--- src/rtl/fetch_unit_pkg.sv ---
// Shared types for the fetch stage: bus request/response, fetch FSM states
// and the F/D pipeline register payload.
package fetch_unit_pkg;

  typedef logic [63:0] addr_t;
  typedef logic [31:0] instr_t;

  typedef struct packed {
    logic  valid;
    addr_t addr;
  } ibus_req_t;

  typedef struct packed {
    logic   addr_ok;
    logic   data_ok;
    instr_t data;
  } ibus_resp_t;

  // DROP: a response already in flight belongs to a redirected-away PC
  typedef enum logic [1:0] {
    REQ,
    WAIT,
    DROP,
    HOLD
  } fetch_state_t;

  typedef struct packed {
    logic   valid;
    addr_t  pc;
    instr_t instr;
  } fetch_data_t;

endpackage

--- src/rtl/fetch_unit_pc_reg.sv ---
// Program counter register: reset value, redirect load (word aligned) or
// sequential advance.
module pc_reg
  import fetch_unit_pkg::*;
#(
  parameter addr_t RESET_PC    = 64'h8000_0000,
  parameter int    INSTR_BYTES = 4
) (
  input  logic  clk,
  input  logic  reset,
  input  logic  i_redirect,
  input  addr_t i_redirectPc,
  input  logic  i_advance,
  output addr_t o_pc
);

  addr_t r_pc;

  always_ff @(posedge clk) begin
    if (reset) begin
      r_pc <= RESET_PC;
    end else if (i_redirect) begin
      r_pc <= {i_redirectPc[63:2], 2'b00};
    end else if (i_advance) begin
      r_pc <= r_pc + addr_t'(INSTR_BYTES);
    end
  end

  assign o_pc = r_pc;

endmodule

--- src/rtl/fetch_unit.sv ---
// IF stage: owns the PC, drives the instruction bus, buffers a response that
// lands under stall and feeds the F/D register.
module fetch_unit
  import fetch_unit_pkg::*;
#(
  parameter addr_t RESET_PC    = 64'h8000_0000,
  parameter int    INSTR_BYTES = 4
) (
  input  logic         clk,
  input  logic         reset,
  input  logic         stallF,
  input  logic         flushF,
  input  logic [63:0]  redirect_pc,
  output logic         ireq_valid,
  output logic [63:0]  ireq_addr,
  input  logic         iresp_addr_ok,
  input  logic         iresp_data_ok,
  input  logic [31:0]  iresp_data,
  output logic         f_valid,
  output logic [63:0]  f_pc,
  output logic [31:0]  f_instr,
  output logic         ibusy
);

  fetch_state_t r_state;
  fetch_state_t w_nextState;
  fetch_data_t  r_fd;
  addr_t        r_bufPc;
  instr_t       r_bufInstr;
  addr_t        w_pc;
  ibus_req_t    w_req;
  ibus_resp_t   w_resp;
  logic         w_advance;
  logic         w_deliver;
  logic         w_capture;
  addr_t        w_delPc;
  instr_t       w_delInstr;

  assign w_resp = '{addr_ok: iresp_addr_ok, data_ok: iresp_data_ok, data: iresp_data};

  pc_reg #(
    .RESET_PC   (RESET_PC),
    .INSTR_BYTES(INSTR_BYTES)
  ) u_pcReg (
    .clk         (clk),
    .reset       (reset),
    .i_redirect  (flushF),
    .i_redirectPc(redirect_pc),
    .i_advance   (w_advance),
    .o_pc        (w_pc)
  );

  always_ff @(posedge clk) begin
    if (reset) begin
      r_state <= REQ;
    end else begin
      r_state <= w_nextState;
    end
  end

  // A flush always wins; a redirected in-flight response must still be drained in DROP
  always_comb begin
    w_nextState = r_state;
    w_advance   = 1'b0;
    w_deliver   = 1'b0;
    w_capture   = 1'b0;
    w_delPc     = w_pc;
    w_delInstr  = w_resp.data;
    case (r_state)
      REQ: begin
        if (flushF) begin
          w_nextState = w_resp.addr_ok ? DROP : REQ;
        end else if (w_resp.addr_ok) begin
          w_nextState = WAIT;
        end
      end
      WAIT: begin
        if (flushF) begin
          w_nextState = w_resp.data_ok ? REQ : DROP;
        end else if (w_resp.data_ok) begin
          if (stallF) begin
            w_capture   = 1'b1;
            w_nextState = HOLD;
          end else begin
            w_deliver   = 1'b1;
            w_advance   = 1'b1;
            w_nextState = REQ;
          end
        end
      end
      DROP: begin
        if (w_resp.data_ok) begin
          w_nextState = REQ;
        end
      end
      HOLD: begin
        if (flushF) begin
          w_nextState = REQ;
        end else if (!stallF) begin
          w_deliver   = 1'b1;
          w_delPc     = r_bufPc;
          w_delInstr  = r_bufInstr;
          w_advance   = 1'b1;
          w_nextState = REQ;
        end
      end
      default: w_nextState = REQ;
    endcase
  end

  always_ff @(posedge clk) begin
    if (reset) begin
      r_fd       <= '0;
      r_bufPc    <= '0;
      r_bufInstr <= '0;
    end else begin
      if (w_capture) begin
        r_bufPc    <= w_pc;
        r_bufInstr <= w_resp.data;
      end
      if (flushF) begin
        r_fd.valid <= 1'b0;
      end else if (!stallF) begin
        if (w_deliver) begin
          r_fd <= '{valid: 1'b1, pc: w_delPc, instr: w_delInstr};
        end else begin
          r_fd.valid <= 1'b0;
        end
      end
    end
  end

  assign w_req      = '{valid: (r_state == REQ), addr: w_pc};
  assign ireq_valid = w_req.valid;
  assign ireq_addr  = w_req.addr;
  assign f_valid    = r_fd.valid;
  assign f_pc       = r_fd.pc;
  assign f_instr    = r_fd.instr;
  assign ibusy      = (r_state == REQ) || (r_state == DROP) ||
                      ((r_state == WAIT) && !w_resp.data_ok);

endmodule

--- config.mk ---
export PLATFORM = sky130hd
export DESIGN_NAME = fetch_unit
export DESIGN_NICKNAME = d
export VERILOG_FILES = /design/src/rtl/fetch_unit_pkg.sv /design/src/rtl/fetch_unit_pc_reg.sv /design/src/rtl/fetch_unit.sv
export SDC_FILE = /design/constraint.sdc
export NUM_CORES = 1
export LEC_CHECK = 0
export BUFFER_PORTS_ARGS = -buffer_cell sky130_fd_sc_hd__buf_2
export CAP_MARGIN = 5
export CORE_MARGIN = 4
export CORE_UTILIZATION = 55
export CTS_CLUSTER_DIAMETER = 150
export DETAILED_ROUTE_END_ITERATION = 16
export GPL_TIMING_DRIVEN = 0
export PLACE_DENSITY = 0.81
export SYNTH_ARGS = -nofsm -noshare
export SYNTH_HDL_FRONTEND = slang
export SYNTH_SLANG_ARGS = --single-unit
--- constraint.sdc ---
create_clock -name clk -period 4.4 [get_ports clk]
set_input_delay 0 -clock clk [delete_from_list [all_inputs] [get_ports clk]]
set_output_delay 0 -clock clk [all_outputs]
set_load 0.03 [all_outputs]
==> out/metrics.yaml, run 1 <==
yosys:
  synthArstFlopShare_pct: 0
  ys_ff_latch: 253
  synth_top_family_by_area: "simple AND/OR/NAND/NOR gates"
  synth_compound_area_share_pct: 18.9
  ys_seq_area_share_pct: 44.6
  synth_cells: 1455
  synth_warnings: 0
  synth.area.mux_share_pct: 0.363
  synth_xor_area_share_pct: 1.77
  synth-main-ff-cell: "dfxtp_1"
  synth_top_area_share_pct: 44.6
  synth-edff-count: 0
  synth_cell_types: 56
  yosys.area.top_type: "dfxtp_1"
  avgSynthCellArea_um2: 7.81
  synth_area_um2: 11400
  synthSimpleGateAreaFrac_pct: 29.2
  synth_area_leaders: "dfxtp_1, nand2_1, a311oi_1"
  synthAdderAreaFrac_pct: 0.110
placement:
  gp_congestion: 0.908
  dpl.hpwl_um: 28200
  dp_slack_ns: 1.29
  portBuffers: 258
sta:
  worst_pin_slew_ns: 1.06
  fin_crit_ns: 3.27
  finalSetupViolations: 0
  slew_headroom_pct: 29.1
  fmax_mhz: 306
  drv_slew: 0
  tns_ns: 0
  rsz0062_at_grt: "no"
  setup_ws_ns: 1.13
  min_period_over_period_pct: 74.3
  hold_viol: 0
  clock-skew-final_ns: 0.0198
floorplanning:
  ios: 265
  die_area_um2: 23000
  core-area_um2: 20300
  num_rows: 52
  chipWidth_um: 152
  start_util_pct: 56.0
  die_y_um: 152
clocking:
  clk_pin_slew_ns: 0.06
  cts_root_buf: "clkbuf_16"
  cts.sinks: 253
  cts_resized: 0
  clock_path_buffers: 3
  cts_buffers: 26
  clock_latency_ns: 0.54
  cts_tree: "yes"
  h-tree-depth: 1
grt:
  grt_pass1_wl_um: 63200
  grt_pass1_vias: 12100
  overflow: 0
  antenna_found_initial: 2
  grt_start_max_net_pins: 15
  gr-usage-all-layers_pct: 34.1
worst_setup_path:
  crit_arrival_ns: 3.72
  path_class: "register to register"
  worstPathCellList: "clkbuf_1, nand2_1, nor4_1, buf_2, buf_1, nand2_1, a21oi_1"
  crit_top_cell: "nand2_1"
  startpoint_type: "register"
  cp_slowest_cell: "nor4_1"
  end_kind: "register"
  slowest_delay_ns: 0.75
  crit_fanout: 10
  critical_path_required_ns: 4.86
finish:
  final_cell_mix: "nand2_1, buf_2, dfxtp_1"
  nFillCells: 1527
  final_common_cell: "nand2_1"
  regArea_um2: 5060
  layout.nets: 1946
  drive_above_1_share_pct: 18.1
  multi_input_area_um2: 5730
  syn_to_final_growth_pct: 31.4
routing:
  route.vias.total: 12900
  ant_nets: 0
  drc: 0
  avgRoutedWirePerCell_um: 19.1
  wl_um: 40900
  drt-pass1-iter-count: 6
  avgViaCountPerCell: 6.04
  drt_iter0_markers: 1308
job:
  cap_viol_max_count: 0
pwr:
  p_leak_uw: 0.00559
  p_total_uw: 5520
  power_density_nw_per_um2: 369
  ir_drop_mv: 0.268
run_status:
  outcome: "complete, no violations"
hold_path:
  hold_path.class: "primary input to register"
## registers in the layout, indices dropped and copies added (netlist names)
signal        flops
r_state           2
r_bufPc          62
f_valid           1
r_bufInstr       32
f_pc             62
u_pcReg.o_pc     62
f_instr          32
## per-stage QoR
stage / utilization [%] / instance area, um^2 / std cells / hold WS, ns
5_1_grt: 73.5 / 14900 / 2133 / 0.197
2_1_floorplan: - / 11400 / 1458 / 0.136
6_report: 73.6 / 14900 / 2135 / 0.164
4_1_cts: 73.5 / 14900 / 2133 / 0.145
3_3_place_gp: 64.1 / 13000 / 1986 / 0.255
3_5_place_dp: 64.1 / 13000 / 1986 / 0.260
## area by class of cell
| cell class | instances | area share, % |
|---|---|---|
| buffer | 137 | 3.63 |
| multi-input combinational | 1058 | 38.4 |
| clock inverter | 11 | 1.07 |
| tap | 270 | 2.26 |
| timing repair buffer | 357 | 15.3 |
| inverter | 10 | 0.251 |
| antenna | 2 | 0.0335 |
| clock buffer | 37 | 5.18 |
| sequential | 253 | 33.9 |
## report_power, final
group          internal (uW)  total, uW  switching, uW
clock                   1460       2410            949
combinational            229        661            433
sequential              2350       2450           95.1
## final timing paths
path / slack [ns] / cells past startpoint / end / from
hold reg to reg: 0.46 / 2 / r_bufInstr[31] / r_bufInstr[31]
hold / removal: 0.16 / 5 / r_bufPc[13] / flushF
setup reg to reg: 1.13 / 7 / r_bufPc[34] / r_state[0]
setup / recovery: 1.13 / 7 / r_bufPc[34] / r_state[0]
## critical path, delay by kind of cell, from the launching register on
family | cells | cell delay [ns]
flip-flops | 1 | 0.32
AO/OA/AOI/OAI | 1 | 0.16
buffers and inverters | 3 | 1.65
AND/OR/NAND/NOR | 3 | 1.07
## cell usage after synthesis (10+ instances only)
cell	count
a211oi_1	20
a21oi_1	111
a311oi_1	115
and3_1	17
buf_1	10
clkbuf_1	115
dfxtp_1	253
inv_1	10
nand2_1	328
nand3_1	122
nand4_1	22
nor2_1	152
nor3_1	11
o21ai_0	17
o31ai_1	15
or3_1	14
or4_1	20
xor2_1	18
## metal layers
layer | GRT usage, % | routed length [um]
met3 | 6.01 | 4080
met2 | 54.2 | 18600
met4 | 15.9 | 1950
met1 | 45.2 | 16200
met5 | 0 | 13
## cells by family (layout without fill, tap and decap cells)
family                   count (synthesis)  after routing
AO/OA/AOI/OAI                          304            304
buffers and inverters                  147            552
flip-flops                             253            253
XOR/XNOR                                23             23
other                                    1              6
adder cells (fa/ha/maj)                  1              1
AND/OR/NAND/NOR                        722            722
multiplexers                             4              4
## timing repair
item,CTS,global route
hold buffers,99,0
endpoints found under the hold margin,128,0
setup buffers,0,0
No activity file was read; power rests on OpenSTA's default activity.
==> inputs of run 2 (changes only) <==
CORE_UTILIZATION = 54   (was 55)
PLACE_DENSITY = 0.8   (was 0.81)
clock period = 3.05 ns   (was 4.4 ns; I/O delays follow)
==> out/metrics.yaml, run 2 (synthesis gave the netlist of run 1 again) <==
routing:
  avgRoutedWirePerCell_um: 19.5  # +2.0%
  drt-pass1-iter-count: 5  # -1
  drt_iter0_markers: 1514  # +16%
  drc: 0  # unchanged
  wl_um: 41800  # +2.2%
  ant_nets: 0  # unchanged
  avgViaCountPerCell: 6.12  # +1.4%
  route.vias.total: 13100  # +1.6%
worst_setup_path:
  slowest_delay_ns: 0.60  # -0.15 ns
  critPathTopFamily: "buffers and inverters"
  startpoint_type: "register"
  crit_arrival_ns: 3.30  # -0.42 ns
  path_class: "register to register"
  cp_slowest_cell: "clkbuf_1"
  path_buf_inv: 4  # +1
  crit_top_cell: "dlygate4sd3_1"
  crit_fanout: 10  # unchanged
  critical_path_required_ns: 3.46  # -1.40 ns
  worstPathCellList: "clkbuf_1, clkbuf_2, a21oi_1, o31ai_1, dlygate4sd3_1, a21boi_0, dlygate4sd3_1"
  end_kind: "register"
floorplanning:
  core-area_um2: 20500  # +0.96%
  die_area_um2: 23400  # +1.8%
  die_y_um: 153  # +0.87%
  chipWidth_um: 153  # +0.87%
  num_rows: 52  # unchanged
  start_util_pct: 55.4  # -0.53 points
  ios: 265  # unchanged
clocking:
  h-tree-depth: 1  # unchanged
  clock_path_buffers: 3  # unchanged
  cts_buffers: 27  # +3.8%
  cts_root_buf: "clkbuf_16"
  cts_tree: "yes"
  post_cts_buffers: 0  # unchanged
  clk_pin_slew_ns: 0.06  # about the same
  cts.sinks: 253  # unchanged
  clock_latency_ns: 0.54  # about the same
sta:
  fin_crit_ns: 2.89  # -0.377 ns
  fmax_mhz: 346  # +13%
  finalSetupViolations: 0  # unchanged
  slew_headroom_pct: 21.7  # -7.4 points
  rsz0062_at_grt: "no"
  worst_pin_slew_ns: 1.16  # +0.100 ns
  min_period_over_period_pct: 94.8  # +21 points
  hold_viol: 0  # unchanged
  drv_slew: 0  # unchanged
  clock-skew-final_ns: 0.0145  # -0.00529 ns
pwr:
  p_int_uw: 5820  # +44%
  power_density_nw_per_um2: 534  # +44%
  p_total_uw: 7980  # +45%
  ir_drop_mv: 0.329  # +23%
  p_clk_share_pct: 43.7  # about the same
  comb_power_share_pct: 12.0  # about the same
  switching_power_uw: 2160  # +46%
  switching_share_pct: 27.1  # +0.29 points
  seq_power_share_pct: 44.3  # about the same
  p_leak_uw: 0.00560  # +0.15%
finish:
  syn_to_final_growth_pct: 31.5  # about the same
  fin_cells: 2139  # +0.19%
  final_common_cell: "nand2_1"
  drive_above_1_share_pct: 18.2  # +0.098 points
  layout.nets: 1947  # +0.051%
  final_cell_mix: "nand2_1, buf_2, dfxtp_1"
placement:
  gp_congestion: 0.963  # +6.1%
  dp.cells: 1986  # unchanged
  portBuffers: 258  # unchanged
  dpl.hpwl_um: 28600  # +1.5%
grt:
  grt_pass1_wl_um: 65800  # +4.0%
  overflow: 0  # unchanged
  grt_pass1_vias: 12300  # +1.7%
  gr-usage-all-layers_pct: 33.8  # -0.26 points
  grt_start_max_net_pins: 14  # -1
  antenna_found_initial: 4  # +2
job:
  cap_viol_max_count: 0  # unchanged
hold_path:
  hold_path.class: "primary input to register"
run_status:
  outcome: "complete, no violations"
run 2: cell count changes in the layout (fill, tap and decap cells not counted):
cell,delta
nor4_1,-1
clkinv_2,-1
diode_2,+3
nor4_2,+1
clkbuf_2,+3
clkbuf_8,-1
clkinvlp_4,-1
inv_8,+1
run 2: power groups by stage:
stage	Sequential, uW	Combinational, uW	Clock (uW)
after detailed placement	3600	826	0
after CTS	3530	932	3480
after global routing	3550	1020	3610
final	3540	959	3480
after floorplan	3720	363	0
after global placement	3600	815	0
run 2: cell type report:
class | count | area (um^2)
clock inverter | 10 | 159
buffer | 137 | 546
clock buffer | 39 | 771
fill | 1575 | 5550
inverter | 10 | 37.5
tap | 270 | 338
multi-input combinational | 1058 | 5740
sequential | 253 | 5060
antenna | 5 | 12.5
timing repair buffer | 357 | 2280
run 2: per-stage QoR:
| step | setup slack, ns | util, % | hold slack (ns) | area [um^2] | TNS (ns) |
|---|---|---|---|---|---|
| 6_report | 0.160 | 72.9 | 0.0582 | 14900 | 0 |
| 5_1_grt | 0.0395 | 72.9 | 0.0830 | 14900 | 0 |
| 4_1_cts | 0.0726 | 72.8 | 0.0381 | 14900 | 0 |
| 3_5_place_dp | -0.0534 | 63.4 | 0.261 | 13000 | -0.371 |
| 3_3_place_gp | -0.110 | 63.4 | 0.248 | 13000 | -4.15 |
| 2_1_floorplan | 0.824 | - | 0.136 | 11400 | 0 |
run 2: per-layer routing:
metal	GRT usage, %	vias to the layer above	share of wire, %
met1	44.9	6157	39
met4	15.3	2	5.0
li1	-	5992	-
met5	0	-	0.031
met2	53.7	783	46
met3	6.42	157	10
run 2: worst reg2reg max path, delay by kind of cell (launching register included):
family                 cells  cell delay, ns
DFF                        1            0.36
buffers and inverters      4            2.19
AOI/OAI and AO/OA          3            0.23
run 2: final timing paths:
path | from | end | slack (ns) | cells after the start
hold reg to reg | r_bufInstr[18] | r_bufInstr[18] | 0.45 | 2
setup / recovery | r_state[1] | r_state[0] | 0.16 | 7
setup reg to reg | r_state[1] | r_state[0] | 0.16 | 7
hold / removal | stallF | u_pcReg.o_pc[4] | 0.06 | 5
run 2: repair_timing:
action	in CTS	in global routing
endpoints found under the hold margin	128	0
setup endpoints to repair	19	8
hold buffers	99	0
resized for setup	1	8
pin swaps	0	0
==> inputs of run 3 (changes only) <==
CORE_UTILIZATION = 55   (was 54)
CTS_BUF_LIST = sky130_fd_sc_hd__clkbuf_4 sky130_fd_sc_hd__clkbuf_8   (was not set)
PLACE_DENSITY = 0.81   (was 0.8)
==> out/metrics.yaml, run 3 (synthesis gave the netlist of run 1 again) <==
run_status:
  outcome: "complete, no violations"
hold_path:
  hold_path.class: "primary input to register"
  hold_depth: 5  # unchanged
  min_from: "stallF"
  min_to: "u_pcReg.o_pc[4]"
sta:
  drv_slew: 0  # unchanged
  min_period_over_period_pct: 93.5  # -1.2 points
  slew_headroom_pct: 27.0  # +5.3 points
  fin_crit_ns: 2.85  # -0.0378 ns
  tns_ns: 0  # unchanged
  rsz0062_at_grt: "no"
  clock-skew-final_ns: 0.0152  # +0.000731 ns
  worst_pin_slew_ns: 1.09  # -0.0685 ns
  finalSetupViolations: 0  # unchanged
  hold_viol: 0  # unchanged
  fmax_mhz: 351  # +1.3%
pwr:
  p_total_uw: 7650  # -4.1%
  ir_drop_mv: 0.327  # -0.45%
  power_density_nw_per_um2: 514  # -3.7%
  p_leak_uw: 0.00561  # +0.21%
finish:
  final_common_cell: "nand2_1"
  layout.nets: 1961  # +0.72%
  design_area_um2: 14900  # -0.41%
  drive_above_1_share_pct: 19.6  # +1.4 points
  syn_to_final_growth_pct: 31.0
  final_cell_mix: "nand2_1, buf_2, dfxtp_1"
  final_core_util_pct: 73.3  # +0.40 points
floorplanning:
  chipWidth_um: 152  # -0.87%
  die_y_um: 152  # -0.87%
  die_area_um2: 23000  # -1.7%
  start_util_pct: 56.0  # +0.53 points
  ios: 265  # unchanged
  num_rows: 52  # unchanged
  core-area_um2: 20300  # -0.95%
worst_setup_path:
  reg2reg_from: "r_state[1]"
  rrSetupSlack_ns: 0.20  # +0.04 ns
  crit_top_cell: "clkbuf_1"
  path_class: "register to register"
  reg2regPathDepth: 7  # unchanged
  crit_fanout: 10  # unchanged
  critical_path_required_ns: 3.48  # +0.02 ns
  crit_arrival_ns: 3.28  # -0.02 ns
  startpoint_type: "register"
  cp_slowest_cell: "clkbuf_1"
  slowest_delay_ns: 0.83  # +0.23 ns
  end_kind: "register"
  worstPathCellList: "o21ai_1, buf_2, nor3_1, clkbuf_1, clkbuf_1, nor2_1, a311oi_1"
  r2r_end: "f_pc[10]"
routing:
  ant_nets: 0  # unchanged
  avgRoutedWirePerCell_um: 19.1  # -2.0%
  drc: 0  # unchanged
  avgViaCountPerCell: 6.08  # -0.63%
  drt-pass1-iter-count: 6  # +1
  drt_iter0_markers: 1403  # -7.3%
  wl_um: 41300  # -1.1%
  route.vias.total: 13100  # +0.25%
grt:
  gr-usage-all-layers_pct: 34.9  # +1.1 points
  grt_pass1_vias: 12400  # +1.1%
  antenna_found_initial: 4  # unchanged
  grt_pass1_wl_um: 64300  # -2.2%
  grt_start_max_net_pins: 11  # -3
  overflow: 0  # unchanged
clocking:
  clk_pin_slew_ns: 0.06  # about the same
  clock_path_buffers: 3  # unchanged
  post_cts_buffers: 0  # unchanged
  cts.sinks: 253  # unchanged
  cts_root_buf: "clkbuf_8"
  cts_buffers: 42  # +56%
  clock_latency_ns: 0.55  # about the same
  cts_tree: "yes"
  h-tree-depth: 2  # +1
placement:
  place_area_um2: 13000  # unchanged
  gp_congestion: 0.908  # -5.7%
  dpl.hpwl_um: 28200  # -1.5%
  portBuffers: 258  # unchanged
job:
  cap_viol_max_count: 0  # unchanged
## run 3: changes by cell type in the layout (fill, tap and decap cells not counted), sizes merged
cell / previous run / this run
clkinv: 4 / 6
clkbuf: 154 / 178
inv: 11 / 10
diode: 5 / 2
bufinv: 4 / 1
## run 3: per-stage QoR
step,std cells,setup slack (ns),hold WS (ns)
5_1_grt,2158,0.0413,0.0450
2_1_floorplan,1458,0.824,0.136
3_3_place_gp,1986,0.00790,0.255
4_1_cts,2157,0.131,0.00263
3_5_place_dp,1986,-0.0592,0.260
6_report,2158,0.198,0.0304
## run 3: where the power goes
group / internal, uW / switching, uW
combinational: 330 / 625
clock: 1780 / 1380
sequential: 3400 / 138
## run 3: worst max path at each step
stage	start	to	slack [ns]	cells past startpoint
2_1_floorplan	u_pcReg.o_pc[11]	u_pcReg.o_pc[59]	0.82	5
3_3_place_gp	r_state[0]	r_bufInstr[17]	0.008	7
3_5_place_dp	r_state[0]	r_bufInstr[18]	-0.06	7
4_1_cts	r_state[0]	r_state[0]	0.13	7
5_1_grt	r_state[1]	f_instr[26]	0.04	7
6_report	r_state[1]	f_pc[10]	0.20	7
## run 3: worst max-delay path: cells and delay by family (launching register included)
kind	cells	cell delay [ns]
AOI/OAI and AO/OA	2	0.46
buffers and inverters	3	1.48
DFF	1	0.35
and+or+nand+nor	2	0.44
## run 3: layout make-up
cell class | instances | area [um^2]
inverter | 10 | 37.5
tap | 270 | 338
sequential | 253 | 5060
antenna | 2 | 5.00
timing repair buffer | 357 | 2280
multi-input combinational | 1058 | 5740
fill | 1551 | 5420
clock buffer | 64 | 812
buffer | 136 | 542
clock inverter | 8 | 67.6
## run 3: repair_timing
action / in CTS / in global routing
setup endpoints to repair: 60 / 19
hold buffers: 99 / 0
gates resized for setup: 1 / 7
endpoints found under the hold margin: 128 / 0
## run 3: metal layers
layer,global-route usage (%),routed length (um),vias to the layer above
li1,-,-,6018
met1,45.1,15900,6144
met2,54.8,18800,785
met3,7.61,4300,173
met4,18.5,2270,4
met5,0,31,-
